==> config.mk <==
export PLATFORM = sky130hd
export DESIGN_NAME = speaker_ctrl
export DESIGN_NICKNAME = d
export VERILOG_FILES = /design/src/rtl/speaker_ctrl.sv
export SDC_FILE = /design/constraint.sdc
export NUM_CORES = 1
export LEC_CHECK = 0
export BUFFER_PORTS_ARGS = -buffer_cell sky130_fd_sc_hd__buf_2
export CAP_MARGIN = 10
export CORE_ASPECT_RATIO = 1.2
export CORE_MARGIN = 4
export CORE_UTILIZATION = 46
export DETAILED_ROUTE_END_ITERATION = 8
export GPL_TIMING_DRIVEN = 0
export HOLD_SLACK_MARGIN = 0.02
export PLACE_DENSITY = 0.79
export SLEW_MARGIN = 10
export SYNTH_ARGS = -nofsm -noshare
export SYNTH_HDL_FRONTEND = slang
export SYNTH_SLANG_ARGS = --single-unit
==> constraint.sdc <==
create_clock -name clk -period 6.2 [get_ports clk]
set_clock_uncertainty 0.05 [all_clocks]
set_input_delay 0 -clock clk [delete_from_list [all_inputs] [get_ports clk]]
set_output_delay 0 -clock clk [all_outputs]
set_load 0.1 [all_outputs]
==> src/rtl/speaker_ctrl.sv <==
// I2S serialiser for the CS4344 Pmod DAC: derives MCLK/SCK/LRCK from a free-running frame counter
// and latches one stereo pair per 512-clk frame. Define SPEAKER_SOFT_MUTE_EN for a 16-step gain fade.
module speaker_ctrl #(
  parameter int DATA_W     = 16,
  parameter int FRAME_LOG2 = 9
) (
  input  logic              clk,
  input  logic              rst,
  input  logic [DATA_W-1:0] audio_in_left,
  input  logic [DATA_W-1:0] audio_in_right,
  input  logic              mute,
  output logic              sample_req,
  output logic              muted,
  output logic              audio_mclk,
  output logic              audio_lrck,
  output logic              audio_sck,
  output logic              audio_sdin
);

  localparam logic [FRAME_LOG2-1:0] CNT_ONE = 1;

  logic [FRAME_LOG2-1:0] cnt;
  logic [DATA_W-1:0]     hold_l, hold_r;
  logic [DATA_W-1:0]     cap_l, cap_r;
  logic                  muted_nx;
  logic                  frame_end;
  logic [4:0]            slot;
  logic [DATA_W-1:0]     hold_sel, mask;
  logic                  sdin_nx;

  assign frame_end = &cnt;
  assign slot      = cnt[7:3];

  // Slot s (1..DATA_W) carries hold[DATA_W-s]; the one-hot mask walks down from the MSB.
  always_comb begin
    hold_sel = cnt[8] ? hold_r : hold_l;
    mask     = {1'b1, {(DATA_W-1){1'b0}}} >> (slot - 5'd1);
    sdin_nx  = 1'b0;
    if (slot != 5'd0 && int'(slot) <= DATA_W)
      sdin_nx = |(hold_sel & mask);
  end

`ifdef SPEAKER_SOFT_MUTE_EN
  logic [4:0]               gain, gain_nx;
  logic signed [DATA_W+5:0] in_l_x, in_r_x, gain_x, prod_l, prod_r;
  logic                     unused_prod;

  always_comb begin
    gain_nx = gain;
    if (mute && gain != 5'd0)
      gain_nx = gain - 5'd1;
    else if (!mute && gain < 5'd16)
      gain_nx = gain + 5'd1;
  end

  // Product of a full-scale sample and gain 16 still fits; >>>4 is just the bit slice.
  assign in_l_x = (DATA_W+6)'($signed(audio_in_left));
  assign in_r_x = (DATA_W+6)'($signed(audio_in_right));
  assign gain_x = (DATA_W+6)'({1'b0, gain_nx});
  assign prod_l = in_l_x * gain_x;
  assign prod_r = in_r_x * gain_x;
  assign cap_l  = prod_l[DATA_W+3:4];
  assign cap_r  = prod_r[DATA_W+3:4];
  assign muted_nx = (gain_nx == 5'd0);
  assign unused_prod = ^{prod_l[3:0], prod_l[DATA_W+5:DATA_W+4],
                         prod_r[3:0], prod_r[DATA_W+5:DATA_W+4]};

  always_ff @(posedge clk) begin
    if (rst)
      gain <= 5'd16;
    else if (frame_end)
      gain <= gain_nx;
  end
`else
  assign cap_l    = mute ? '0 : audio_in_left;
  assign cap_r    = mute ? '0 : audio_in_right;
  assign muted_nx = mute;
`endif

  // All outputs are registered decodes of cnt, so they share one cycle of latency.
  always_ff @(posedge clk) begin
    if (rst) begin
      cnt        <= '0;
      hold_l     <= '0;
      hold_r     <= '0;
      sample_req <= 1'b0;
      muted      <= 1'b0;
      audio_mclk <= 1'b0;
      audio_lrck <= 1'b0;
      audio_sck  <= 1'b0;
      audio_sdin <= 1'b0;
    end else begin
      cnt        <= cnt + CNT_ONE;
      audio_mclk <= cnt[1];
      audio_sck  <= cnt[2];
      audio_lrck <= cnt[8];
      audio_sdin <= sdin_nx;
      sample_req <= frame_end;
      if (frame_end) begin
        hold_l <= cap_l;
        hold_r <= cap_r;
        muted  <= muted_nx;
      end
    end
  end

endmodule

==> impl_metrics.toml <==
[status]
status = "completed"

[yosys]
synth_ff_type = "dfxtp_1"
synth_seq_cells = 47
syn_area_per_cell_um2 = 8.87
netlist.area_leader.share_pct = 44.6
netlist_top_cells_count = "47 x dfxtp_1, 41 x nor2_1, 40 x nor2b_1, 37 x a21oi_1, 10 x clkbuf_1"
synth_area_leaders = "dfxtp_1 45%, nor2b_1 12%, a21oi_1 8.8%"
async_flop_share_pct = 0
syn_nets = 277
synth.most_common_cell = "dfxtp_1"
synth_edf_count = 0
synth_cell_types = 28
ys_seq_area_share_pct = 44.6
syn_area_um2 = 2110
ys_warn_count = 0
yosysTopAreaCell = "dfxtp_1"
postSynthCellCount = 238

[cts]
clk_pin_slew_worst_paths_ns = 0.08
cts_buffers = 5
cts_setup_buffers = 0
cts_buffer_depth = 2
cts_tree = "yes"
cts_root_buf = "clkbuf_8"
htree_levels = 2
hold_buffers = 34
cts_resized = 0
clkLatencyLatePin_ns = 0.29
clock-sinks = 47

[sta]
hold_viol = 0
slew_violations = 0
setup_ws_ns = 3.71
tightestPinTransition_ns = 0.493
maxSlewHeadroom_pct = 67.2
max_freq_mhz = 402
rsz0062_at_grt = "no"
min_period_over_period_pct = 40.1
final.setup.tns_ns = 0
finalSetupViolCount = 0
timing.final.crit_period_ns = 2.49

[worst_setup_path]
cp-start-kind = "flip-flop"
slowest_stage = "dfxtp_1"
crit_fanout = 10
critical_path_class = "reg -> reg"
r2r_end = "hold_r[11]"
crit_top_cell = "and3_1"
worstSetupEndpointType = "flip-flop"
crit_chain = "buf_4, and3_1, and3_1, and3_1, ha_1, nor2b_1, clkbuf_1, buf_2, a21oi_1, nor2_1"
max_stage_delay_ns = 0.40
reg2reg_slack_ns = 3.71
cp.arrival_ns = 2.67
crit_required_ns = 6.38
r2r-start = "cnt[3]"
r2r_cells = 10
crit_buf_inv = 3
crit_family = "simple AND/OR/NAND/NOR gates"

[global_routing]
grt_start_max_net_pins = 14
grt_pass1_wl_um = 8490
antenna_found_initial = 0
overflow = 0
grt_use_total_pct = 18.4
grt_pass1_vias = 1878

[detailed_routing]
routed_wl_um = 5070
first_pass_iters = 4
final_antenna_net_count = 0
wl_per_cell_um = 13.5
drc = 0
vias = 1897
avgViaCountPerCell = 5.05
drt-initial-drc-count = 107

[floorplanning]
die_h_um = 82.2
ioPinCount = 41
start_util_pct = 48.4
dieArea_um2 = 5740
chipWidth_um = 69.8
coreArea_um2 = 4360
row_count = 26

[placed_design]
io_buffers = 40
place_hpwl_um = 3370
postPlaceCellArea_um2 = 2380
place_ws_ns = 3.75
gp_congestion = 0.864

[hold_path]
min_to = "cnt[0]"
hold_class = "reg -> reg"
hp-start = "cnt[0]"
whs_path_depth = 1

[cells_and_area]
synthToLayoutAreaGrowth_pct = 32.8
nFillCells = 371
fin_area_um2 = 2800
seq_area_um2 = 941
multi_input_area_um2 = 1080
fin_nets = 358
layout-drive-gt1-share_pct = 18.1
final_util_pct = 64.3
diodes = 0

[power_and_ir_drop]
powerDensity_nw_per_um2 = 186
p_clk_share_pct = 33.1
p_sw_mw = 0.114
power_frac_seq_pct = 58.4
swShare_pct = 21.9
power_leakage_nw = 1.15
internal_power_mw = 0.408
combPwrFrac_pct = 8.5
ir_drop_mv = 0.128

[job]
cap_violations = 0
worst max-delay path by stage:
stage,startpoint,to,slack [ns],cells after the start
final,cnt[3],hold_r[11],3.71,10
after global routing,cnt[4],hold_l[5],3.48,10
after CTS,cnt[3],hold_r[4],3.72,10
after detailed placement,cnt[3],hold_r[0],3.75,10
after global placement,cnt[3],hold_r[2],3.80,10
after floorplan,cnt[3],audio_sdin,4.06,9
stage by stage:
stage	total power, mW	std cells	hold slack, ns
2_1_floorplan	0.325	238	0.0891
3_3_place_gp	0.339	334	0.174
3_5_place_dp	0.340	334	0.183
4_1_cts	0.525	376	0.401
5_1_grt	0.545	376	0.429
6_report	0.523	376	0.403
power by group through the flow:
stage               combinational (mW)  clock, mW  sequential [mW]
floorplan                      0.00806          0            0.317
global placement                0.0268          0            0.312
detailed placement              0.0272          0            0.313
CTS                             0.0437      0.176            0.305
global route                    0.0476      0.191            0.306
finish                          0.0442      0.173            0.305
kinds of logic (layout without fill, tap and decap cells):
kind of cell,Yosys count,count (layout),share of synthesized area [%]
buffers and inverters,18,100,4.33
xor gates and xnor gates,7,7,2.90
and+or+nand+nor,101,101,26.8
adders and majority gates,4,4,2.37
AOI/OAI and AO/OA,52,52,14.8
muxes,9,9,4.27
DFF,47,47,44.6
cells in the final DEF, fill, tap and decap left out:
master          n
inv_1           1
nor3_1          1
o211ai_1        8
a21oi_1        37
xor2_1          3
nand3_1         3
nand2_1         1
nand4b_1        4
a22oi_2         1
or3_1           1
nand4bb_2       2
and3_1          4
clkbuf_8        5
clkbuf_1       12
mux2i_1         9
clkinv_2        1
nor2b_1        40
ha_1            4
a22oi_1         1
dfxtp_1        47
buf_2          44
a21boi_0        4
dlygate4sd3_1  34
or2b_2          1
nor2_1         41
or4bb_1         2
o32ai_2         1
buf_6           2
xnor2_1         4
buf_4           1
nor3b_1         1
final cells by class:
cell class | count | share of cell area [%]
Multi-Input combinational cell | 173 | 38.5
Clock buffer | 7 | 2.72
Sequential cell | 47 | 33.6
Timing Repair Buffer | 74 | 19.3
Inverter | 1 | 0.134
Buffer | 17 | 3.12
Clock inverter | 1 | 0.179
Tap cell | 56 | 2.50
sequential cells by signal (all words and copies together), names as in the netlist:
| signal | cells |
|---|---|
| audio_mclk | 1 |
| hold_r | 16 |
| sample_req | 1 |
| audio_lrck | 1 |
| audio_sdin | 1 |
| muted | 1 |
| cnt | 9 |
| audio_sck | 1 |
| hold_l | 16 |
metal layers:
layer	GRT usage, %	vias to the layer above	wire length, um
li1	-	968	-
met1	22.5	886	2270
met2	33.1	39	2570
met3	2.54	4	177
met4	7.09	0	53
met5	0	-	0
No activity file was read; power rests on OpenSTA's default activity.
